--- config.mk ---
export PLATFORM = sky130hd
export DESIGN_NAME = hls_test_sequencer
export DESIGN_NICKNAME = d
export VERILOG_FILES = /design/src/rtl/hls_test_pkg.sv /design/src/rtl/hls_test_channel.sv /design/src/rtl/hls_test_sequencer.sv
export SDC_FILE = /design/constraint.sdc
export NUM_CORES = 1
export LEC_CHECK = 0
export ABC_AREA = 1
export CAP_MARGIN = 40
export CELL_PAD_IN_SITES_DETAIL_PLACEMENT = 0
export CELL_PAD_IN_SITES_GLOBAL_PLACEMENT = 1
export CORE_MARGIN = 5
export CORE_UTILIZATION = 33
export CTS_CLUSTER_DIAMETER = 200
export DETAILED_ROUTE_END_ITERATION = 10
export GPL_TIMING_DRIVEN = 1
export HOLD_SLACK_MARGIN = 0.06
export PLACE_DENSITY_LB_ADDON = 0.1
export SETUP_SLACK_MARGIN = 0.02
export SKIP_LAST_GASP = 1
export SYNTH_ARGS = -nofsm -noshare
export SYNTH_HDL_FRONTEND = slang
export SYNTH_SLANG_ARGS = --single-unit
export TNS_END_PERCENT = 10
--- constraint.sdc ---
create_clock -name clk -period 3.8 [get_ports clk]
set_input_delay 1.14 -clock clk [delete_from_list [all_inputs] [get_ports clk]]
set_output_delay 1.14 -clock clk [all_outputs]
set_load 0.005 [all_outputs]
--- src/rtl/hls_test_pkg.sv ---
// Shared types for hls_test_sequencer: FSM state encoding, counter width and
// the packed-channel slice helper.
package hls_test_pkg;

  localparam int CNT_W     = 32;
  localparam int SLICE_MAX = 64;
  localparam int VEC_MAX   = 1024;

  localparam logic [2:0] CHECK_ENC = 3'd5;
  localparam logic [2:0] DONE_ENC  = 3'd6;

  typedef enum logic [2:0] {
    S_IDLE      = 3'd0,
    S_RST_WAIT  = 3'd1,
    S_RST_PULSE = 3'd2,
    S_REQ_WAIT  = 3'd3,
    S_RUN       = 3'd4,
    S_CHECK     = CHECK_ENC,
    S_DONE      = DONE_ENC
  } state_t;

  // Extract element idx of width w from a zero-extended packed channel vector.
  function automatic logic [SLICE_MAX-1:0] get_slice(input logic [VEC_MAX-1:0] vec,
                                                     input int unsigned idx,
                                                     input int unsigned w);
    logic [VEC_MAX-1:0]   shifted;
    logic [SLICE_MAX-1:0] mask;
    shifted = vec >> (idx * w);
    mask    = (w >= 32'd64) ? {SLICE_MAX{1'b1}} : ((64'd1 << w) - 64'd1);
    return shifted[SLICE_MAX-1:0] & mask;
  endfunction

endpackage

--- src/rtl/hls_test_channel.sv ---
// One method channel of hls_test_sequencer: req level, completion flag,
// captured return value and comparison against the golden value.
module hls_test_channel #(
  parameter int RET_W = 32
) (
  input  logic             clk,
  input  logic             reset,
  input  logic             clear,
  input  logic             fire,
  input  logic             guard_done,
  input  logic             busy,
  input  logic [RET_W-1:0] ret,
  input  logic [RET_W-1:0] exp,
  input  logic             abort,
  output logic             req,
  output logic             complete,
  output logic             mismatch
);

  logic [RET_W-1:0] capture_r;

  // req/complete/capture state; abort keeps what was already captured
  always_ff @(posedge clk) begin
    if (!reset) begin
      req       <= 1'b0;
      complete  <= 1'b0;
      capture_r <= {RET_W{1'b0}};
    end else if (clear) begin
      req       <= 1'b0;
      complete  <= 1'b0;
      capture_r <= {RET_W{1'b0}};
    end else if (abort) begin
      req <= 1'b0;
    end else if (fire) begin
      req      <= 1'b1;
      complete <= 1'b0;
    end else if (req && guard_done && !busy) begin
      capture_r <= ret;
      complete  <= 1'b1;
      req       <= 1'b0;
    end
  end

  assign mismatch = (capture_r != exp);

endmodule

--- src/rtl/hls_test_sequencer.sv ---
// Self-test sequencer for generated method blocks: DUT reset pulse, parallel
// req/busy handshake, return capture and verdict. Optional HLS_TEST_TIMEOUT_EN.
module hls_test_sequencer
  import hls_test_pkg::*;
#(
  parameter int CHANNELS   = 4,
  parameter int RET_W      = 32,
  parameter int RST_START  = 3,
  parameter int RST_LEN    = 6,
  parameter int REQ_DELAY  = 100,
  parameter int BUSY_GUARD = 5,
  parameter int TIMEOUT    = 10000
) (
  input  logic                      clk,
  input  logic                      reset,
  input  logic                      start,
  output logic                      dut_reset,
  output logic [CHANNELS-1:0]       dut_req,
  input  logic [CHANNELS-1:0]       dut_busy,
  input  logic [CHANNELS*RET_W-1:0] dut_return,
  input  logic [CHANNELS*RET_W-1:0] expected,
  output logic                      done,
  output logic                      pass,
  output logic [CHANNELS-1:0]       fail_vec,
  output logic                      timed_out,
  output logic [CNT_W-1:0]          cycles
);

  localparam logic [CNT_W-1:0] RST_ON  = CNT_W'(RST_START - 1);
  localparam logic [CNT_W-1:0] RST_OFF = CNT_W'(RST_START + RST_LEN - 1);
  localparam logic [CNT_W-1:0] REQ_ON  = CNT_W'(REQ_DELAY - 1);
  localparam logic [CNT_W-1:0] GUARD   = CNT_W'(BUSY_GUARD);
  localparam logic [CNT_W-1:0] TO_CNT  = CNT_W'(TIMEOUT);

  state_t               state;
  logic [CNT_W-1:0]     cnt;
  logic [CNT_W-1:0]     guard_cnt;
  logic [CHANNELS-1:0]  complete;
  logic [CHANNELS-1:0]  mismatch;
  logic [CHANNELS-1:0]  fail_now;
  logic [VEC_MAX-1:0]   ret_ext;
  logic [VEC_MAX-1:0]   exp_ext;
  logic                 start_ok;
  logic                 fire;
  logic                 guard_done;
  logic                 timeout_hit;

  assign ret_ext    = VEC_MAX'(dut_return);
  assign exp_ext    = VEC_MAX'(expected);
  assign start_ok   = start && ((state == S_IDLE) || (state == S_DONE));
  assign fire       = (state == S_REQ_WAIT) && (cnt == REQ_ON) && !timeout_hit;
  assign guard_done = (state == S_RUN) && (guard_cnt >= GUARD);
  assign fail_now   = mismatch | ~complete;

`ifdef HLS_TEST_TIMEOUT_EN
  assign timeout_hit = (state != S_IDLE) && (state != S_DONE) && (state != S_CHECK) &&
                       (cnt == TO_CNT);

  // Sticky timeout flag, cleared by an accepted start
  always_ff @(posedge clk) begin
    if (!reset) begin
      timed_out <= 1'b0;
    end else if (start_ok) begin
      timed_out <= 1'b0;
    end else if (timeout_hit) begin
      timed_out <= 1'b1;
    end
  end
`else
  logic unused_timeout;
  assign timeout_hit    = 1'b0;
  assign timed_out      = 1'b0;
  assign unused_timeout = ^TO_CNT;
`endif

  for (genvar i = 0; i < CHANNELS; i++) begin : g_ch
    logic [RET_W-1:0] ret_i;
    logic [RET_W-1:0] exp_i;
    assign ret_i = RET_W'(get_slice(ret_ext, i, RET_W));
    assign exp_i = RET_W'(get_slice(exp_ext, i, RET_W));

    hls_test_channel #(.RET_W(RET_W)) u_ch (
      .clk        (clk),
      .reset      (reset),
      .clear      (start_ok),
      .fire       (fire),
      .guard_done (guard_done),
      .busy       (dut_busy[i]),
      .ret        (ret_i),
      .exp        (exp_i),
      .abort      (timeout_hit),
      .req        (dut_req[i]),
      .complete   (complete[i]),
      .mismatch   (mismatch[i])
    );
  end

  // Sequencer FSM, saturating run counter, DUT reset pulse and verdict registers
  always_ff @(posedge clk) begin
    if (!reset) begin
      state     <= S_IDLE;
      cnt       <= {CNT_W{1'b0}};
      guard_cnt <= {CNT_W{1'b0}};
      dut_reset <= 1'b0;
      done      <= 1'b0;
      pass      <= 1'b0;
      fail_vec  <= {CHANNELS{1'b0}};
      cycles    <= {CNT_W{1'b0}};
    end else begin
      if ((state != S_IDLE) && (state != S_DONE) && (cnt != {CNT_W{1'b1}})) begin
        cnt <= cnt + 32'd1;
      end
      case (state)
        S_IDLE, S_DONE: begin
          if (start) begin
            cnt      <= {CNT_W{1'b0}};
            done     <= 1'b0;
            pass     <= 1'b0;
            fail_vec <= {CHANNELS{1'b0}};
            state    <= S_RST_WAIT;
          end
        end
        S_RST_WAIT: begin
          if (cnt == RST_ON) begin
            dut_reset <= 1'b1;
            state     <= S_RST_PULSE;
          end
        end
        S_RST_PULSE: begin
          if (cnt == RST_OFF) begin
            dut_reset <= 1'b0;
            state     <= S_REQ_WAIT;
          end
        end
        S_REQ_WAIT: begin
          if (cnt == REQ_ON) begin
            guard_cnt <= {CNT_W{1'b0}};
            state     <= S_RUN;
          end
        end
        S_RUN: begin
          if (guard_cnt < GUARD) begin
            guard_cnt <= guard_cnt + 32'd1;
          end
          if (&complete) begin
            state <= S_CHECK;
          end
        end
        S_CHECK: begin
          fail_vec <= fail_now;
          pass     <= ~|fail_now & ~timed_out;
          cycles   <= cnt;
          done     <= 1'b1;
          state    <= S_DONE;
        end
        default: begin
          state <= S_IDLE;
        end
      endcase
      if (timeout_hit) begin
        dut_reset <= 1'b0;
        state     <= S_CHECK;
      end
    end
  end

endmodule

==> results of run 1 <==
==> metal layers <==
layer | global-route usage, % | wire length (µm) | up-vias
li1 | - | - | 6151
met4 | 3.77 | 735 | 22
met5 | 0 | 146 | -
met3 | 6.31 | 3040 | 56
met1 | 24.8 | 17100 | 5168
met2 | 32.3 | 18300 | 258
==> logic make-up (layout without fill, tap and decap cells) <==
family	count (synthesis)	in the layout	share of synthesized area, %
AOI/OAI and AO/OA	273	273	12.3
xor gates and xnor gates	41	41	3.08
adders and majority gates	6	6	0.644
buffers and inverters	315	613	10.7
DFF	242	242	41.6
other	1	5	0.0322
and+or+nand+nor	890	890	31.7
==> cell usage after synthesis, drive strengths merged <==
cell type and number:
buf 51, nor3 22, inv 237, nand4 30, o22ai 10, o221ai 1
a211oi 1, xor2 5, o21bai 3, a21boi 2, clkbuf 26, o21ai 62
nor2 191, nor4 1, a31oi 3, dfxtp 242, clkinv 1, or2 5
nand2 481, nand3 160, xnor2 36, a21oi 187, conb 1, ha 6
o211ai 4
==> flip-flops by register name (all words and copies together), names as in the netlist <==
signal	count
g_ch.u_ch.capture_r	128
cnt	32
cycles	32
guard_cnt	32
fail_vec	4
g_ch.u_ch.complete	4
g_ch.u_ch.req	4
state	3
done	1
dut_reset	1
pass	1
==> layout make-up <==
class                           instances  area, µm²
Fill cell                            3670      18700
Multi-Input combinational cell       1211       5580
Sequential cell                       242       4840
Timing Repair Buffer                  327       3230
Inverter                              238        896
Clock buffer                           46        860
Tap cell                              455        569
Clock inverter                          2       35.0
Antenna cell                            4       10.0
==> worst max path at each step <==
stage,from,end,slack [ns],cells after the start
final,guard_cnt[0],g_ch[2].u_ch.capture_r[2],1.11,10
after global routing,guard_cnt[0],g_ch[3].u_ch.req,0.87,10
after CTS,guard_cnt[0],g_ch[2].u_ch.req,1.06,10
after detailed placement,start,g_ch[2].u_ch.capture_r[12],0.82,7
after global placement,start,g_ch[0].u_ch.capture_r[4],0.84,7
after floorplan,reset,g_ch[1].u_ch.capture_r[16],1.52,7
==> worst max-delay path, cell delays in order (launching register included) <==
cell and delay (ns):
dfxtp_1 0.43, inv_1 0.07, ha_1 0.20, o21ai_1 0.13, nor2_1 0.06, nand2_1 0.07
nor2_2 0.07, a21oi_4 0.55, nand2_2 0.64, nand2_1 0.22, a21oi_1 0.08
==> power by group through the flow <==
stage	Sequential, mW	Clock, mW	Combinational [mW]
floorplan	2.74	0	0.619
global placement	2.74	0	1.25
detailed placement	2.74	0	1.27
CTS	2.69	2.72	1.27
global route	2.70	2.83	1.39
finish	2.69	2.63	1.25
==> metrics by stage <==
step	cell area (µm²)	utilization (%)	hold slack, ns
after global routing	16000	46.2	0.444
after CTS	16000	46.2	0.434
final	16000	46.2	0.434
after detailed placement	15100	43.6	0.425
after global placement	15100	43.5	0.424
after floorplan	11700	-	0.413
==> metrics.txt, run 1 <==
sequential power share 40.9%; Worst EP required 4.19 ns; Setup Skew 0.00738 ns; clock network power share 40.0%; final period utilization 70.7%; final cell count without fillers 2,525; Post-DP HPWL 30,200 µm; first-pass GRT wire length 61,000 µm; Arr. time, crit path 3.08 ns; net switching power 1.78 mW; WL/cell 15.6 µm; Starting Density 33.6%; clock latency on the worst-skew pair 0.53 ns; syn nets 2,037; initial antenna violation count 15; total power 6.56 mW; CP Max Fanout 34; dpl cells 2,473; P_int 4.78 mW; final hold violations 0; CTS H-tree depth 1; cts hold-fix bufs 0; TritonCTS clock tree built; postcts setup bufs 0; cts repair resizes 0; commonest non-fill, non-tap cell in the layout nand2_1; vias in the first global route 11,395; Syn. warnings 0; # DRC 0; Final min period 2.69 ns; Sink Count 242; Worst-Margin Slew 0.757 ns; Mapped Avg Cell Area 6.59 µm²; remaining antenna violation count after routing 0; Worst VDD drop 0.315 mV; IO Pins 307; Die X 198 µm; Logic pwr share 19.0%; Placer Congestion 0.853; flops & latches, synth 242; RSZ-0062 raised after global routing false; sequential-to-total area share from yosys stat 41.6%; CP Class reg -> reg; Hold Path Sink guard_cnt[31]; Max-Cap Viols 0; Syn-to-layout area delta 37.5%; total CTS buffers 29; Reg-to-Reg End g_ch[2].u_ch.capture_r[2]; P_leak 6.07 nW; First-pass DRT Iterations 5; reg2reg start guard_cnt[0]; HP Class reg -> reg; Yosys cell types 36; status complete, no violations; PwrDens 409 nW/µm²; Worst Slack Setup Final 1.11 ns; DR vias 11,655; largest net degree at the start of global routing 62; Core Footprint 34,700 µm²; post-synth top area cell dfxtp_1; layout cells sized above 1 4.26%; dpl ws 0.820 ns; Detailed Route WL 39,300 µm; dominant cells by area after synthesis dfxtp_1 42%, nand2_1 15%, a21oi_1 8.0%; cells after synthesis 1,768; commonest cells after routing, fill and taps aside 476 x nand2_1, 305 x clkdlybuf4s50_1, 242 x dfxtp_1, 232 x inv_1, 186 x a21oi_1; clock buffer depth 3; die area 39,200 µm²; Worst R2R Setup Slack 1.11 ns; grt ovf 0; min-delay src guard_cnt[31]; Die H 198 µm; CTS clk-pin slew, worst paths 0.06 ns; top-area cell type share of the netlist area 41.6%; initial DRC count 461; Worst Setup End Kind flop; Worst R2R Path Depth 10; Setup violations, final 0; Startpoint Class flop; port bufs 305; Row Count 68; Max-slew headroom 49.4%; Post-Syn Area 11,700 µm²; final slew viol count 0; total negative slack 0 ns; worst hold path depth 2; Switching Fraction 27.1%; vias per cell 4.62; max frequency 0.372 GHz; Nets 2,318; Root Driver clkbuf_16; all-layer global routing usage 19.4%
Note: power is estimated with default switching activity, not from simulation.
==> run 2: changes to the inputs <==
- clock period: 3.8 -> 2.55 ns (I/O delays scaled with it)
==> metrics.txt, run 2 (synthesis results as in run 1) <==
vias in the first global route 11,551; initial antenna violation count 16; Critical path buffers and inverters 1; reg2reg start guard_cnt[0]; grt met3 use 5.65%; HP Class reg -> reg; RSZ-0062 raised after global routing false; Setup Skew 0.00899 ns; port bufs 305; IO Pins 307; largest net degree at the start of global routing 62; Root Driver clkbuf_16; layout cells sized above 1 5.15%; vias per cell 4.64; max frequency 0.439 GHz; min-delay src guard_cnt[31]; CP Class reg -> out; Arr. time, crit path 1.51 ns; grt met2 use 32.9%; Starting Density 33.6%; worst hold slack 0.430 ns; clock latency on the worst-skew pair 0.54 ns; P_leak 6.17 nW; initial DRC count 602; Placer Congestion 0.848; Nets 2,326; commonest non-fill, non-tap cell in the layout nand2_1; CP Cell Sequence clkdlybuf4s50_1; Worst Setup End Kind output pin; Critical Path Max Stage Delay 0.54 ns; delay-heaviest family, CP buffers and inverters; Largest Register g_ch.u_ch.capture_r; CTS clk-pin slew, worst paths 0.06 ns; Sink Count 242; TritonCTS clock tree built; Core Footprint 34,700 µm²; cts hold-fix bufs 0; total negative slack 0 ns; First-pass DRT Iterations 5; Die X 198 µm; Detailed Route WL 40,200 µm; PwrDens 627 nW/µm²; Syn-to-layout area delta 39.4%; all-layer global routing usage 19.9%; status complete, no violations; DR vias 11,798; WL/cell 15.8 µm; Worst-Margin Slew 0.691 ns; remaining antenna violation count after routing 0; Post-DP HPWL 30,700 µm; final slew viol count 0; Worst setup startpoint g_ch[1].u_ch.req; max reg flops 128; Worst EP required 1.79 ns; clock buffer depth 3; most congested layer reported by global routing met2; CP Max Fanout 3; Row Count 68; final period utilization 89.3%; Setup violations, final 0; final hold violations 0; postcts setup bufs 0; commonest cells after routing, fill and taps aside 476 x nand2_1, 305 x clkdlybuf4s50_1, 242 x dfxtp_1, 232 x inv_1, 186 x a21oi_1; grt met1 use 25.5%; Startpoint Class flop; die area 39,200 µm²; CTS H-tree depth 1; Max-Cap Viols 0; cts repair resizes 0; # DRC 0; grt ovf 0; Worst path slowest cell clkdlybuf4s50_1; first-pass GRT wire length 62,600 µm; total CTS buffers 29; Max-slew headroom 53.8%; Die H 198 µm; Worst VDD drop 0.439 mV; Final min period 2.28 ns
## run 2: changes by cell type in the layout (fill, tap and decap cells not counted), sizes merged
| cell | previous run | this run |
|---|---|---|
| bufinv | 1 | 4 |
| clkinvlp | 0 | 3 |
| buf | 22 | 30 |
| clkbuf | 46 | 37 |
| diode | 4 | 6 |
| clkinv | 2 | 10 |
## run 2: routing by layer
metal  routed length (µm)  up-vias
li1                     -     6163
met4                 1010       18
met1                17600     5277
met3                 2710       66
met2                18800      274
met5                  129        -
## run 2: layout make-up
cell class	instances	area [µm²]
Tap cell	455	569
Fill cell	3645	18500
Inverter	238	896
Clock inverter	16	188
Multi-Input combinational cell	1211	5580
Clock buffer	37	796
Sequential cell	242	4840
Antenna cell	6	15.0
Timing Repair Buffer	335	3360
## run 2: through the flow
| step | utilization [%] | cell area (µm²) | worst slack [ns] | instances | total power, mW |
|---|---|---|---|---|---|
| after floorplan | - | 11700 | 0.641 | 1768 | 5.00 |
| after global placement | 43.9 | 15200 | 0.0982 | 2480 | 5.99 |
| after detailed placement | 43.9 | 15300 | 0.0678 | 2481 | 6.01 |
| after CTS | 46.8 | 16200 | 0.241 | 2534 | 10.4 |
| after global routing | 46.8 | 16300 | 0.139 | 2539 | 10.7 |
| final | 46.8 | 16300 | 0.273 | 2540 | 10.2 |
## run 2: final timing paths
path                                                   end  slack, ns  cells past startpoint
worst max-delay path                            dut_req[1]       0.27                      1
worst min-delay path                         guard_cnt[31]       0.43                      2
worst max register to register  g_ch[3].u_ch.capture_r[19]       0.34                     11
worst min register to register               guard_cnt[31]       0.43                      2
## run 2: power breakdown
group | switching [mW] | internal, mW | total, mW
combinational | 1.03 | 0.874 | 1.91
sequential | 0.0886 | 3.92 | 4.00
clock | 1.68 | 2.60 | 4.28
total | 2.80 | 7.39 | 10.2
==> run 3: changes to the inputs <==
- CORE_UTILIZATION: 33 -> 34
- clock period: 2.55 -> 2.4 ns (I/O delays scaled with it)
==> metrics.txt, run 3 (synthesis results as in run 1) <==
final hold violations 0; max reg flops 128; Die X 195 µm; final cell count without fillers 2,535; WL/cell 14.9 µm; Critical path buffers and inverters 1; Starting Density 34.6%; remaining antenna violation count after routing 0; Setup violations, final 0; vias per cell 4.59; Worst-Margin Slew 0.725 ns; register area 4840 µm²; worst hold slack 0.434 ns; Root Driver clkbuf_16; total CTS buffers 29; Worst Setup End Kind output pin; initial antenna violation count 10; port bufs 305; grt ovf 0; Logic pwr share 17.7%; Max-Cap Viols 0; final slew viol count 0; dpl cells 2,478; DR vias 11,647; first-pass GRT wire length 60,000 µm; Sink Count 242; initial DRC count 450; clock buffer depth 3; TritonCTS clock tree built; # DRC 0; Critical Path Max Stage Delay 0.55 ns; footprint of the multi-input gates 5580 µm²; Setup Skew 0.0116 ns; IO Pins 307; dpl ws 0.0367 ns; Post-DP HPWL 29,000 µm; cts repair resizes 0; total negative slack 0 ns; CP Cell Sequence clkdlybuf4s50_1; Final min period 2.26 ns; Placer Congestion 0.866; Row Count 67; Core Footprint 33,700 µm²; Syn-to-layout area delta 40.7%; commonest non-fill, non-tap cell in the layout nand2_1; clock latency on the worst-skew pair 0.54 ns; largest net degree at the start of global routing 62; PwrDens 685 nW/µm²; CP Max Fanout 3; final period utilization 94.1%; status complete, no violations; First-pass DRT Iterations 4; CTS H-tree depth 1; Worst VDD drop 0.535 mV; Nets 2,330; all-layer global routing usage 19.1%; clock network power share 44.4%; CTS clk-pin slew, worst paths 0.06 ns; P_leak 6.26 nW; Max-slew headroom 51.5%; postcts setup bufs 0; commonest cells after routing, fill and taps aside 476 x nand2_1, 305 x clkdlybuf4s50_1, 242 x dfxtp_1, 232 x inv_1, 186 x a21oi_1; Startpoint Class flop; RSZ-0062 raised after global routing false; Largest Register g_ch.u_ch.capture_r; Worst path slowest cell clkdlybuf4s50_1; max frequency 0.443 GHz; P_int 8.32 mW; Worst EP required 1.68 ns; net switching power 2.92 mW; Die H 195 µm; delay-heaviest family, CP buffers and inverters; Worst Slack Setup Final 0.141 ns; vias in the first global route 11,484; Switching Fraction 26.0%; HP Class reg -> reg; cts hold-fix bufs 0; CP Class reg -> out; sequential power share 37.9%; Detailed Route WL 37,900 µm; die area 38,100 µm²; Arr. time, crit path 1.54 ns; layout cells sized above 1 5.33%; Fill cells 3,510
[run 3: cell types whose count changed in the layout (fill, tap and decap cells not counted)]
cell,before,now
buf_8,1,0
clkinvlp_4,3,1
clkinv_2,9,7
buf_6,0,1
clkbuf_8,4,2
buf_12,6,9
buf_4,23,24
diode_2,6,4
nor2_4,2,1
inv_6,0,1
nor2_2,7,8
bufinv_16,4,9
[run 3: path summary, 6_finish.rpt]
kind	from	to	slack [ns]	cells past startpoint
max	g_ch[2].u_ch.req	dut_req[2]	0.14	1
min	guard_cnt[26]	guard_cnt[26]	0.43	2
max reg2reg	guard_cnt[0]	g_ch[2].u_ch.capture_r[10]	0.19	12
min reg2reg	guard_cnt[26]	guard_cnt[26]	0.43	2
[run 3: per-layer routing]
| metal | up-vias | track usage, % | part of all wire (%) |
|---|---|---|---|
| met5 | - | 0 | 0.24 |
| met4 | 12 | 4.19 | 2.0 |
| met3 | 60 | 5.58 | 6.9 |
| met2 | 256 | 32.7 | 48 |
| met1 | 5142 | 23.9 | 43 |
| li1 | 6177 | - | - |
[run 3: final cells by class]
type	count	share of cell area, %
Tap cell	448	3.42
Antenna cell	4	0.0610
Inverter	238	5.46
Timing Repair Buffer	339	20.9
Multi-Input combinational cell	1211	34.0
Sequential cell	242	29.5
Clock inverter	18	1.96
Clock buffer	35	4.68
[run 3: per-stage QoR]
| step | utilization (%) | area [µm²] | power, mW |
|---|---|---|---|
| after CTS | 48.6 | 16400 | 11.4 |
| after global placement | 45.4 | 15300 | 6.34 |
| final | 48.7 | 16400 | 11.2 |
| after floorplan | - | 11700 | 5.31 |
| after detailed placement | 45.4 | 15300 | 6.35 |
| after global routing | 48.7 | 16400 | 11.8 |
[run 3: power by group through the flow]
stage / registers (mW) / clock network [mW] / logic [mW]
floorplan: 4.33 / 0 / 0.980
finish: 4.26 / 4.99 / 1.99
CTS: 4.26 / 5.15 / 2.01
detailed placement: 4.35 / 0 / 2.01
global placement: 4.34 / 0 / 2.00
global route: 4.27 / 5.31 / 2.22
